--- src/rtl/hazard_control.sv ---
// Pipeline sequencing controller: load-use stalls, taken-branch flushes,
// multi-cycle multiply occupancy of EX, and a saturating stall-cycle counter.
//
// Ports:
//   clk, rst_n              clock, asynchronous active-low reset
//   ID_RS, ID_RT            source registers of the instruction in ID
//   ID_USES_RT              ID instruction reads RT
//   ID_MUL                  ID instruction is a multiply
//   EX_RD, EX_MEMREAD       destination / load flag of the instruction in EX
//   BR_TAKEN                branch in EX resolved taken
//   CNT_CLR                 synchronous clear of STALL_CNT
//   PC_WRITE, IFID_WRITE    fetch-side load enables
//   IFID_FLUSH              squash IF/ID into a NOP
//   IDEX_BUBBLE             load NOP control into ID/EX
//   MUL_START, MUL_BUSY     multiply issue pulse / EX occupied by multiply
//   STALL_CNT               saturating count of cycles with PC_WRITE=0
module hazard_control #(
    parameter int REG_W   = 4,
    parameter int MUL_LAT = 4,
    parameter int CNT_W   = 8
) (
    input  logic             clk,
    input  logic             rst_n,
    input  logic [REG_W-1:0] ID_RS,
    input  logic [REG_W-1:0] ID_RT,
    input  logic             ID_USES_RT,
    input  logic             ID_MUL,
    input  logic [REG_W-1:0] EX_RD,
    input  logic             EX_MEMREAD,
    input  logic             BR_TAKEN,
    input  logic             CNT_CLR,
    output logic             PC_WRITE,
    output logic             IFID_WRITE,
    output logic             IFID_FLUSH,
    output logic             IDEX_BUBBLE,
    output logic             MUL_START,
    output logic             MUL_BUSY,
    output logic [CNT_W-1:0] STALL_CNT
);

    typedef enum logic [1:0] {
        RUN     = 2'b00,
        MULWAIT = 2'b10
    } state_t;

    // Issue cycle counts as one stall cycle, so MULWAIT lasts MUL_LAT-1
    // cycles: MCNT runs from MUL_LAT-2 down to 0.
    localparam logic [3:0]       MCNT_INIT = 4'(MUL_LAT - 2);
    localparam logic [CNT_W-1:0] CNT_MAX   = {CNT_W{1'b1}};

    state_t     state;
    state_t     state_nxt;
    logic [3:0] mcnt;
    logic [3:0] mcnt_nxt;
    logic       hazard;

    // Register 0 is hard-wired, so a load targeting it never blocks ID.
    always_comb begin
        hazard = EX_MEMREAD && (EX_RD != '0) &&
                 ((EX_RD == ID_RS) ||
                  (ID_USES_RT && (EX_RD == ID_RT)));
    end

    always_comb begin
        PC_WRITE    = 1'b1;
        IFID_WRITE  = 1'b1;
        IFID_FLUSH  = 1'b0;
        IDEX_BUBBLE = 1'b0;
        MUL_START   = 1'b0;
        MUL_BUSY    = 1'b0;
        state_nxt   = RUN;
        mcnt_nxt    = mcnt;

        if (state == MULWAIT) begin
            // EX holds the multiply; branch, hazard and new multiplies wait.
            PC_WRITE    = 1'b0;
            IFID_WRITE  = 1'b0;
            IDEX_BUBBLE = 1'b1;
            MUL_BUSY    = 1'b1;
            if (mcnt != 4'd0) begin
                mcnt_nxt  = mcnt - 4'd1;
                state_nxt = MULWAIT;
            end else begin
                state_nxt = RUN;
            end
        end else begin
            // Unused encodings fall through here and behave as RUN.
            if (BR_TAKEN) begin
                // ID instruction is squashed, so its hazard/multiply is moot.
                IFID_FLUSH  = 1'b1;
                IDEX_BUBBLE = 1'b1;
            end else if (hazard) begin
                PC_WRITE    = 1'b0;
                IFID_WRITE  = 1'b0;
                IDEX_BUBBLE = 1'b1;
            end else if (ID_MUL) begin
                // The multiply itself advances into EX, so no bubble.
                PC_WRITE   = 1'b0;
                IFID_WRITE = 1'b0;
                MUL_START  = 1'b1;
                state_nxt  = MULWAIT;
                mcnt_nxt   = MCNT_INIT;
            end
        end
    end

    always_ff @(posedge clk or negedge rst_n) begin
        if (!rst_n) begin
            state <= RUN;
            mcnt  <= 4'd0;
        end else begin
            state <= state_nxt;
            mcnt  <= mcnt_nxt;
        end
    end

    always_ff @(posedge clk or negedge rst_n) begin
        if (!rst_n) begin
            STALL_CNT <= '0;
        end else if (CNT_CLR) begin
            STALL_CNT <= '0;
        end else if (!PC_WRITE && (STALL_CNT != CNT_MAX)) begin
            STALL_CNT <= STALL_CNT + 1'b1;
        end
    end

endmodule

--- config.mk ---
export PLATFORM = sky130hd
export DESIGN_NAME = hazard_control
export DESIGN_NICKNAME = d
export VERILOG_FILES = /design/src/rtl/hazard_control.sv
export SDC_FILE = /design/constraint.sdc
export NUM_CORES = 1
export LEC_CHECK = 0
export BUFFER_PORTS_ARGS = -buffer_cell sky130_fd_sc_hd__clkbuf_2
export CORE_ASPECT_RATIO = 0.8
export CORE_MARGIN = 10
export CORE_UTILIZATION = 48
export DETAILED_ROUTE_END_ITERATION = 16
export GPL_TIMING_DRIVEN = 0
export PLACE_DENSITY = 0.86
export SETUP_SLACK_MARGIN = 0.3
export SLEW_MARGIN = 20
export SYNTH_ARGS = -nofsm -noshare
export SYNTH_HDL_FRONTEND = slang
export SYNTH_SLANG_ARGS = --single-unit
export TNS_END_PERCENT = 10
--- constraint.sdc ---
create_clock -name clk -period 2.45 [get_ports clk]
set_input_delay 0.245 -clock clk [delete_from_list [all_inputs] [get_ports clk]]
set_output_delay 0.245 -clock clk [all_outputs]
set_load 0.05 [all_outputs]
* Yosys cells after proc, flatten, opt, wreduce, memory -nomap -nowiden *
Index checks and enable logic that the tools add are counted.

word-level totals
  output and inout port bits = 14
  word-level logic and storage cells = 49
  register bits after elaboration = 14

operators by class
  muxes and demuxes = 26
  reduce and logical (&&, ||, !) cells = 11
  equal/unequal tests = 7
  add/subtract/negate cells = 2

operators by type and width
  kind                                                                 count
  4-bit two-way mux                                                    5
  8-bit two-way mux                                                    2
  1-bit two-way mux                                                    14
  2-bit two-way mux                                                    5
  8-bit by 1-bit adder with 8-bit output (second input constant)       1
  4-bit equality test                                                  2
  8-bit != test (second input constant)                                1
  4-bit nonzero test                                                   2
  2-bit by 1-bit != test with 1-bit output (second input constant)     3
  1-bit logical AND                                                    4
  4-bit AND reduction                                                  1
  2-bit nonzero test                                                   2
  4-bit by 1-bit subtractor with 4-bit output (second input constant)  1
  2-bit equality test (second input constant)                          1
  1-bit zero test                                                      1
  1-bit logical OR                                                     1

* Depth between registers and ports, before layout *
Gate-level depths: netlist (run 1).

  depth in word-level cells = 11
  mapped depth = 7

* Least setup slack after synthesis (run 1) *
OpenSTA, ideal clock, no wires.

  path type = in2out
  start = input EX_RD[0]
  end = output PC_WRITE
  arrival = 2,393 ps
  setup slack = -188 ps
  buffers on the path = 1
  cell stages on the path = 5
  path through = o41a_1 > and3_4 > a221o_1 > a21oi_1 > buf_4

between the ends
  longest elaborated chain between the ends = 7
  elaborated cells on any way between the ends = 10
  classes of those cells = eq/ne (2); mux (3); reduce/logical (5)

RTL lines
  item                                 line  RTL
  start, declared                      28    input logic [REG_W-1:0] EX_RD,
  4-bit equality test                  61    (ID_USES_RT && (EX_RD == ID_RT)));
  1-bit logical AND                    61
  1-bit logical OR                     60    ((EX_RD == ID_RS) ||
  1-bit logical AND (*)                59    hazard = EX_MEMREAD && (EX_RD != '0) &&
  1-bit two-way mux (*) (3 in series)  --
  end, declared                        32    output logic PC_WRITE,

Every way passes the cells marked *; elsewhere a longest branch is shown, timed or not.

* Worst setup path in the final report (run 1) *
  start = input EX_RD[3]
  end = output PC_WRITE

between the ends
  longest elaborated chain between the ends = 7
  elaborated cells on any way between the ends = 10
  classes of those cells = eq/ne (2); mux (3); reduce/logical (5)

RTL lines
  item                   line  RTL
  4-bit equality test    61
  1-bit logical AND      61
  1-bit logical OR       60
  1-bit logical AND (*)  59
  1-bit two-way mux (*)  92    end else if (hazard) begin
  1-bit two-way mux (*)  88    if (BR_TAKEN) begin
  1-bit two-way mux (*)  74    if (state == MULWAIT) begin

Marked as above.

==> flow_metrics.tcl, run 1 <==
set metrics [dict create \
    detailroute.via_count 847 \
    critical_path.max_fanout 3 \
    synth_sequential_area_ratio_pct 36.2 \
    multiInputGateArea_sq_um 549 \
    grt_first_pass_wirelength_mm 3.76 \
    hold_depth 2 \
    finalSetupTns_ns 0 \
    design_area_sq_um 1150 \
    clk-insertion-delay-late_ns 0.29 \
    grt.total_usage_pct 12.1 \
    min_path_type "input pin to flip-flop" \
    detailedRoute.firstIterationViolations 20 \
    routedWlPerCell_um 15.2 \
    largest_net_degree_at_the_start_of_global_routing 14 \
    maxSlewHeadroom_pct 55.2 \
    worst_hold_startpoint "ID_MUL" \
    pre_cts_slack_ns 0.0583 \
    ant_nets 0 \
    register_bit_total_from_synthesis 13 \
    syn_area_sq_um 898 \
    initial_utilization_pct 53.1 \
    floorplan.io_pins 33 \
    initial_antenna_violation_count 0 \
    dieWidth_um 68.4 \
    cts_tree "yes" \
    wirelength_mm 2.35 \
    achievable-frequency_ghz 0.481 \
    gpl.final_weighted_congestion 0.828 \
    worstMarginPinSlew_ns 0.666 \
    worst_setup_hold_path_clk_slew_ns 0.07 \
    fillers 138 \
    critical_path.startpoint_type "input pin" \
    fin_nets 154 \
    worst-endpoint-arrival_ns 1.83 \
    crit_path_cell_trace "clkbuf_2, xor2_1, nor4_1, a221o_1, a21oi_2, buf_4, clkbuf_4" \
    worst-endpoint-required_ns 2.20 \
    timing.final.crit_share_pct 84.8 \
    timing.hold.ws_ns 0.275 \
    remaining_drcs 0 \
    min_delay_worst_endpoint "state[1]" \
    syn-mean-instance-area_sq_um 9.66 \
    hpwl_mm 1.93 \
    die_area_sq_um 4010 \
    vias_per_cell 5.50 \
    slowest_delay_ns 0.61 \
    die_h_um 58.7 \
    timing.rr.start "STALL_CNT[0]" \
    clock_tree.root_cell "sky130_fd_sc_hd__clkbuf_4" \
    power.density_cell_area_nw_per_um2 912 \
    yosysWarningCount 0 \
    post_synthesis_net_count 114 \
    numClockSinks 13 \
    synthesis.instances 93 \
    detailed_place.area_sq_um 1090 \
    longest_clk_path_bufs 2 \
    drive_gt1_share_pct 33.3 \
    detail_route.first_pass.iterations 4 \
    setup.worst_path.end_class "output port" \
    utilization_after_layout_pct 67.8 \
    std_cell_core_area_sq_um 1690 \
    cts_made_buffers 3 \
    min_period_ns 2.08 \
    report.final.setup_viol 0 \
    status "completed" \
    leftover_overflow_at_the_end_of_global_routing 0 \
    final.setup_skew_ns 0.0139 \
    first_global_vias 857 \
    flow.area_growth_from_synthesis_pct 27.7 \
    worst-r2r-cell-count 5 \
    ys_types 29 \
    hold_violations 0 \
    rsz0062_at_grt "true" \
    port_buffers 32 \
    finalWorstSetupSlack_ns 0.373 \
    power.leakage_nw 0.593 \
    drv_cap 0 \
    fp-row-count 13 \
    vdd.ir_drop.worst_v 0.000527 \
    setup.worst_path.class "input pin to output port" \
    antenna-diode-count 0 \
    cp_slowest_cell "sky130_fd_sc_hd__nor4_1" \
    cts-htree-levels 1 \
    rr_endpoint "STALL_CNT[5]" \
    register_area_sq_um 325 \
    report.final.slew_viol_count 0 \
    r2r_slack_ns 0.43 \
]
cells in the mapped netlist:
cell                        n  area share, %
sky130_fd_sc_hd__dfrtp_1   13             36
sky130_fd_sc_hd__nor2_1     9            3.8
sky130_fd_sc_hd__nor2b_1    8            5.6
sky130_fd_sc_hd__xor2_1     8            7.8
sky130_fd_sc_hd__a21oi_1    7            3.9
sky130_fd_sc_hd__mux2_1     7            8.8
sky130_fd_sc_hd__inv_1      5            2.1
sky130_fd_sc_hd__nand2_1    5            2.1
sky130_fd_sc_hd__and3_1     3            2.1
sky130_fd_sc_hd__nand4_1    3            2.1
sky130_fd_sc_hd__ha_1       2            2.8
sky130_fd_sc_hd__mux2i_1    2            2.2
sky130_fd_sc_hd__nand2b_1   2            1.4
sky130_fd_sc_hd__nor4_1     2            1.4
sky130_fd_sc_hd__o31a_1     2            2.0
sky130_fd_sc_hd__xnor2_1    2            2.0
sky130_fd_sc_hd__a21boi_2   1            1.3
sky130_fd_sc_hd__a221o_1    1            1.1
sky130_fd_sc_hd__a221oi_4   1            2.9
sky130_fd_sc_hd__a31o_1     1           0.98
sky130_fd_sc_hd__a41oi_1    1           0.98
sky130_fd_sc_hd__and3_4     1            1.3
sky130_fd_sc_hd__and4_1     1           0.98
sky130_fd_sc_hd__buf_4      1           0.84
sky130_fd_sc_hd__clkbuf_1   1           0.42
sky130_fd_sc_hd__nand3_1    1           0.56
sky130_fd_sc_hd__nor3_1     1           0.56
sky130_fd_sc_hd__o31ai_1    1           0.84
sky130_fd_sc_hd__o41a_1     1            1.3
worst max path at each step:
stage / from / endpoint / slack, ns / cells past startpoint
3_3_place_gp: EX_RD[0] / MUL_START / 0.12 / 6
2_1_floorplan: EX_RD[0] / PC_WRITE / 0.15 / 5
5_1_grt: EX_RD[3] / IDEX_BUBBLE / 0.29 / 7
6_report: EX_RD[3] / PC_WRITE / 0.37 / 7
3_5_place_dp: EX_RD[0] / MUL_START / 0.06 / 6
4_1_cts: EX_RD[0] / PC_WRITE / 0.26 / 7
power breakdown:
group	total, mW	internal [mW]	switching (mW)
Combinational	0.564	0.196	0.367
Sequential	0.346	0.273	0.0735
Clock	0.136	0.0608	0.0751
layout make-up:
| class | count | share of cell area [%] |
|---|---|---|
| multi-input cells | 73 | 47.9 |
| inverters | 5 | 1.64 |
| clock buffers | 3 | 1.96 |
| flip-flops and latches | 13 | 28.4 |
| clock inverters | 1 | 0.436 |
| repair buffers | 35 | 16.4 |
| plain buffers | 2 | 0.981 |
| well taps | 22 | 2.40 |
cells by family after synthesis:
kind of cell / synth area share [%]
simple gates: 21.7
compound gates: 15.2
flops: 36.2
xor+xnor: 9.75
mux: 11.0
buf+inv: 3.34
fa+ha+maj: 2.79
repair_timing:
item | CTS | global route
resized for setup | 0 | 2
endpoints found under the setup margin | 2 | 4
buffers inserted | 1 | 1
hold buffers | 1 | 0
pin swaps | 1 | 1
endpoints found under the hold margin | 13 | 0
worst max-delay path, delay by kind of cell:
| kind | cells | cell delay, ns |
|---|---|---|
| xor+xnor | 1 | 0.17 |
| buf+inv | 3 | 0.45 |
| simple gates | 1 | 0.61 |
| compound gates | 2 | 0.36 |
cells in the final DEF, fill, tap and decap left out, drive strengths merged, types with 2 or more instances in the layout:
| master | synthesis | routed |
|---|---|---|
| xnor2 | 2 | 2 |
| a21oi | 7 | 7 |
| dfrtp | 13 | 13 |
| nand4 | 3 | 3 |
| nor2b | 8 | 8 |
| xor2 | 8 | 8 |
| nor4 | 2 | 2 |
| nor2 | 9 | 9 |
| mux2i | 2 | 2 |
| ha | 2 | 2 |
| mux2 | 7 | 7 |
| buf | 1 | 3 |
| and3 | 4 | 4 |
| nand2b | 2 | 2 |
| o31a | 2 | 2 |
| inv | 5 | 5 |
| nand2 | 5 | 5 |
| clkbuf | 1 | 36 |
layer usage:
metal	global-route usage (%)	vias up	wire length, um
li1	-	410	-
met1	12.3	407	924
met2	21.4	28	1220
met3	4.73	2	180
met4	5.16	0	17
met5	0	-	0
registers in the layout, indices dropped and copies added (netlist names):
register	cells
STALL_CNT	8
state	1
mcnt	4
per-stage QoR:
step / total power [mW] / std cells
6_report: 1.05 / 154
5_1_grt: 1.11 / 154
4_1_cts: 1.05 / 153
3_5_place_dp: 0.897 / 147
3_3_place_gp: 0.873 / 147
2_1_floorplan: 0.758 / 93
Note: power is estimated with default switching activity, not from simulation.
==> run 2, diff against run 1 <==
--- a/config.mk
+++ b/config.mk
@@ -8,10 +8,10 @@
 export BUFFER_PORTS_ARGS = -buffer_cell sky130_fd_sc_hd__clkbuf_2
 export CORE_ASPECT_RATIO = 0.8
 export CORE_MARGIN = 10
-export CORE_UTILIZATION = 48
+export CORE_UTILIZATION = 43
 export DETAILED_ROUTE_END_ITERATION = 16
 export GPL_TIMING_DRIVEN = 0
-export PLACE_DENSITY = 0.86
+export PLACE_DENSITY = 0.82
 export SETUP_SLACK_MARGIN = 0.3
 export SLEW_MARGIN = 20
 export SYNTH_ARGS = -nofsm -noshare
==> constraint.sdc (replaced) <==
create_clock -name clk -period 1.8 [get_ports clk]
set_input_delay 0.18 -clock clk [delete_from_list [all_inputs] [get_ports clk]]
set_output_delay 0.18 -clock clk [all_outputs]
set_load 0.05 [all_outputs]
==> flow_metrics.tcl, run 2 (synthesized netlist as in run 1, its figures left out) <==
set metrics [dict create \
    antenna-diode-count 0 \
    floorplan.io_pins 33 \
    initial_utilization_pct 46.6 \
    hpwl_mm 1.88 \
    layout.cells.most_common "sky130_fd_sc_hd__clkbuf_2" \
    report.final.slew_viol_count 0 \
    power.density_cell_area_nw_per_um2 1250 \
    grt_first_pass_wirelength_mm 3.81 \
    register_area_sq_um 329 \
    timing.final.crit_share_pct 103 \
    worst_setup_hold_path_clk_slew_ns 0.09 \
    largest_reg_flops 8 \
    reg.largest.list "STALL_CNT (8), mcnt (4), state (1)" \
    remaining_drcs 0 \
    leftover_overflow_at_the_end_of_global_routing 0 \
    multiInputGateArea_sq_um 657 \
    critical_path.max_fanout 3 \
    dieWidth_um 71.1 \
    longest_clk_path_bufs 2 \
    clock_tree.root_cell "sky130_fd_sc_hd__clkbuf_4" \
    failed_checks "negative setup slack" \
    final_cell_count_no_fill 157 \
    cts_made_buffers 3 \
    port_buffers 32 \
    detailedRoute.firstIterationViolations 29 \
    flow.area_growth_from_synthesis_pct 46.2 \
    largest_net_degree_at_the_start_of_global_routing 14 \
    critical_path.startpoint_type "input pin" \
    achievable-frequency_ghz 0.542 \
    ant_nets 0 \
    hold_violations 0 \
    detailroute.via_count 839 \
    std_cell_core_area_sq_um 1930 \
    numClockSinks 13 \
    fillers 156 \
    vdd.ir_drop.worst_v 0.000978 \
    mostFrequentLayoutCells "sky130_fd_sc_hd__clkbuf_2, sky130_fd_sc_hd__dfrtp_1, sky130_fd_sc_hd__nor2_1" \
    setup.worst_path.end_class "output port" \
    cts-htree-levels 1 \
    worst-endpoint-required_ns 1.62 \
    vias_per_cell 5.34 \
    die_area_sq_um 4330 \
    min_period_ns 1.85 \
    min_path_type "input pin to flip-flop" \
    cts_tree "yes" \
    first_global_vias 823 \
    initial_antenna_violation_count 0 \
    gpl.final_weighted_congestion 0.799 \
    power.leakage_nw 0.607 \
    wirelength_mm 2.44 \
    report.final.setup_viol 3 \
    fin_nets 155 \
    grt.total_usage_pct 10.9 \
    utilization_after_layout_pct 68.2 \
    die_h_um 60.9 \
    drv_cap 0 \
    routedWlPerCell_um 15.6 \
    status "finished with violations" \
    setup.worst_path.class "input pin to output port" \
    fp-row-count 14 \
    final.setup_skew_ns 0.0161 \
    detail_route.first_pass.iterations 4 \
    place.detailed.instances 149 \
    pre_cts_slack_ns -0.412 \
    clk-insertion-delay-late_ns 0.28 \
    biggest_register "STALL_CNT" \
    finalWorstSetupSlack_ns -0.0457 \
    worst-endpoint-arrival_ns 1.67 \
    rsz0062_at_grt "true" \
    maxSlewHeadroom_pct 68.2 \
    worstMarginPinSlew_ns 0.473 \
    drive_gt1_share_pct 46.6 \
]
==> run 2: changes by cell type in the layout (fill, tap and decap cells not counted), sizes merged <==
cell,delta
clkinv,-1
clkbuf,-1
buf,+3
==> run 2: report_power, final <==
| group | internal [mW] | leakage (nW) | switching [mW] |
|---|---|---|---|
| Clock | 0.0860 | 0.0150 | 0.0956 |
| Sequential | 0.378 | 0.166 | 0.132 |
| Combinational | 0.395 | 0.427 | 0.553 |
==> run 2: final timing paths <==
path,slack (ns),endpoint,cells after the start,from
worst max-delay path,-0.05,PC_WRITE,7,EX_RD[0]
worst min-delay path,0.21,state[1],2,ID_MUL
worst max register to register,0.13,STALL_CNT[0],4,STALL_CNT[4]
worst min register to register,0.54,mcnt[0],1,mcnt[0]
max in group asynchronous,1.20,STALL_CNT[1],2,rst_n
min in group asynchronous,0.32,STALL_CNT[4],2,rst_n
==> run 2: critical path, cell delays in order <==
cell and delay, ns:
sky130_fd_sc_hd__clkbuf_2 0.12, sky130_fd_sc_hd__o41a_1 0.45, sky130_fd_sc_hd__buf_4 0.16, sky130_fd_sc_hd__a221o_1 0.34
sky130_fd_sc_hd__a21oi_4 0.15, sky130_fd_sc_hd__buf_6 0.11, sky130_fd_sc_hd__clkbuf_16 0.15
==> run 2: final cells by class <==
class / count / share of cell area [%]
Sequential cell: 13 / 25.0
Clock buffer: 4 / 2.00
Inverter: 5 / 1.43
Timing Repair Buffer: 36 / 18.1
Buffer: 2 / 1.14
Tap cell: 24 / 2.29
Multi-Input combinational cell: 73 / 50.0
==> run 2: metrics by stage <==
stage | setup TNS [ns] | hold WS [ns] | power [mW] | cell area, sq um
after floorplan | -0.824 | -0.116 | 1.06 | 926
after global placement | -2.51 | 0.0875 | 1.21 | 1120
after detailed placement | -3.05 | 0.0923 | 1.24 | 1120
after CTS | -0.105 | 0.198 | 1.51 | 1220
after global routing | -0.236 | 0.227 | 1.76 | 1310
final | -0.116 | 0.213 | 1.64 | 1310
==> run 2: routing by layer <==
layer  routed length [um]  track usage, %  up-vias  part of all wire, %
li1                     -               -      416                    -
met2                 1270            19.4       17                   52
met5                    0               0        -                    0
met4                    8            1.65        0                 0.33
met3                  118            4.08        2                  4.8
met1                 1050            12.5      404                   43
==> run 2: repair_timing <==
action,CTS,global route
pin swaps,7,13
hold endpoints to repair,13,0
setup buffers,2,1
gates resized for setup,11,21
hold buffers,1,0
setup endpoints to repair,16,17
==> run 3, diff against run 2 <==
--- a/config.mk
+++ b/config.mk
@@ -12,6 +12,7 @@
 export DETAILED_ROUTE_END_ITERATION = 16
 export GPL_TIMING_DRIVEN = 0
 export PLACE_DENSITY = 0.82
+export REMOVE_ABC_BUFFERS = 1
 export SETUP_SLACK_MARGIN = 0.3
 export SLEW_MARGIN = 20
 export SYNTH_ARGS = -nofsm -noshare
==> flow_metrics.tcl, run 3 (synthesized netlist as in run 1, its figures left out) <==
set metrics [dict create \
    fp-row-count 14 \
    timing.hold.ws_ns 0.256 \
    final.setup_skew_ns 0.00699 \
    achievable-frequency_ghz 0.559 \
    drv_cap 0 \
    detailedRoute.firstIterationViolations 7 \
    die_area_sq_um 4330 \
    report.final.setup_viol 0 \
    critical_path.startpoint_type "input pin" \
    gpl.final_weighted_congestion 0.787 \
    worst-endpoint-arrival_ns 1.61 \
    routedWlPerCell_um 15.8 \
    worstMarginPinSlew_ns 0.468 \
    timing.final.crit_share_pct 99.5 \
    ant_nets 0 \
    grt.total_usage_pct 11.9 \
    layout.cells.most_common "sky130_fd_sc_hd__clkbuf_2" \
    port_buffers 32 \
    longest_clk_path_bufs 2 \
    cts_tree "yes" \
    detail_route.first_pass.iterations 4 \
    min_path_type "input pin to flip-flop" \
    final_cell_count_no_fill 158 \
    place.detailed.instances 147 \
    largest_net_degree_at_the_start_of_global_routing 17 \
    setup.worst_path.class "input pin to output port" \
    r2r_slack_ns 0.07 \
    min_period_ns 1.79 \
    hpwl_mm 1.78 \
    hold_violations 0 \
    std_cell_core_area_sq_um 1930 \
    status "completed" \
    gr-usage-met2_pct 20.5 \
    drive_gt1_share_pct 39.6 \
    cts-htree-levels 1 \
    report.final.slew_viol_count 0 \
    floorplan.io_pins 33 \
    remaining_drcs 0 \
    worst-endpoint-required_ns 1.62 \
    flow.area_growth_from_synthesis_pct 42.9 \
    global_route.usage.met1_pct 13.7 \
    clk-insertion-delay-late_ns 0.28 \
    wirelength_mm 2.50 \
    cts_made_buffers 3 \
    fillers 156 \
    power.leakage_nw 0.619 \
    detailroute.via_count 837 \
    antenna-diode-count 0 \
    mostFrequentLayoutCells "sky130_fd_sc_hd__clkbuf_2, sky130_fd_sc_hd__dfrtp_1, sky130_fd_sc_hd__nor2_1" \
    biggest_register "STALL_CNT" \
    setup.worst_path.end_class "output port" \
    leftover_overflow_at_the_end_of_global_routing 0 \
    clock_tree.root_cell "sky130_fd_sc_hd__clkbuf_4" \
    first_global_vias 881 \
    worst_setup_hold_path_clk_slew_ns 0.07 \
    critical_path.max_fanout 2 \
    grt_first_pass_wirelength_mm 4.19 \
    vdd.ir_drop.worst_v 0.000806 \
    reg.largest.list "STALL_CNT (8), mcnt (4), state (1)" \
    maxSlewHeadroom_pct 68.6 \
    fin_nets 156 \
    initial_utilization_pct 46.6 \
    dieWidth_um 71.1 \
    utilization_after_layout_pct 66.6 \
    die_h_um 60.9 \
    vias_per_cell 5.30 \
    grt.busiest_layer "met2" \
    met3_usage_pct 3.59 \
    numClockSinks 13 \
    largest_reg_flops 8 \
    power.density_cell_area_nw_per_um2 1210 \
    initial_antenna_violation_count 0 \
    rsz0062_at_grt "true" \
]
run 3: cell types whose count changed in the layout (fill, tap and decap cells not counted), sizes merged:
| cell | previous run | this run |
|---|---|---|
| clkbuf | 35 | 31 |
| buf | 6 | 11 |
run 3: worst paths after layout:
check                      cells after the start      endpoint          from
max                                            6    IFID_WRITE      EX_RD[2]
min                                            2      state[1]        ID_MUL
max reg2reg                                    5  STALL_CNT[5]  STALL_CNT[3]
min reg2reg                                    1       mcnt[0]       mcnt[0]
max in group asynchronous                      2  STALL_CNT[3]         rst_n
min in group asynchronous                      2  STALL_CNT[6]         rst_n
run 3: routing by layer:
layer  vias to the layer above  wire [um]  share of wire [%]
met1                       395       1040                 42
li1                        418          -                  -
met5                         -          0                  0
met3                         2        171                6.8
met2                        22       1270                 51
met4                         0         14               0.56
run 3: timing repair:
item	CTS	global route
resized for setup	15	16
hold endpoints to repair	13	0
hold buffers	1	0
pin swaps	6	7
cloned	0	0
setup endpoints to repair	16	18
buffers inserted	6	0
run 3: worst max-delay path: stages:
cell and delay [ns]:
sky130_fd_sc_hd__buf_8 0.09, sky130_fd_sc_hd__o41a_1 0.44, sky130_fd_sc_hd__and3_4 0.18, sky130_fd_sc_hd__a221o_1 0.33, sky130_fd_sc_hd__a21oi_4 0.21, sky130_fd_sc_hd__buf_8 0.17
run 3: area by class of cell:
class / count / area (sq um) / share of cell area [%]
Clock buffer: 4 / 26.3 / 2.05
Inverter: 5 / 18.8 / 1.46
Multi-Input combinational cell: 73 / 606 / 47.2
Sequential cell: 13 / 327 / 25.4
Tap cell: 24 / 30.0 / 2.34
Timing Repair Buffer: 39 / 277 / 21.5
run 3: metrics by stage:
step	setup TNS (ns)	area, sq um	setup WS, ns	power, mW
detailed placement	-3.81	1080	-0.477	1.19
global route	-0.183	1280	-0.0437	1.67
floorplan	-6.97	887	-1.03	1.01
global placement	-2.79	1080	-0.404	1.16
CTS	0	1230	0.0102	1.49
finish	0	1280	0.00957	1.56
run 3: report_power, final:
part / total, mW / switching [mW] / leakage (nW) / internal (mW)
Combinational: 0.899 / 0.540 / 0.437 / 0.359
Sequential: 0.477 / 0.105 / 0.168 / 0.371
Clock: 0.181 / 0.0951 / 0.0150 / 0.0859
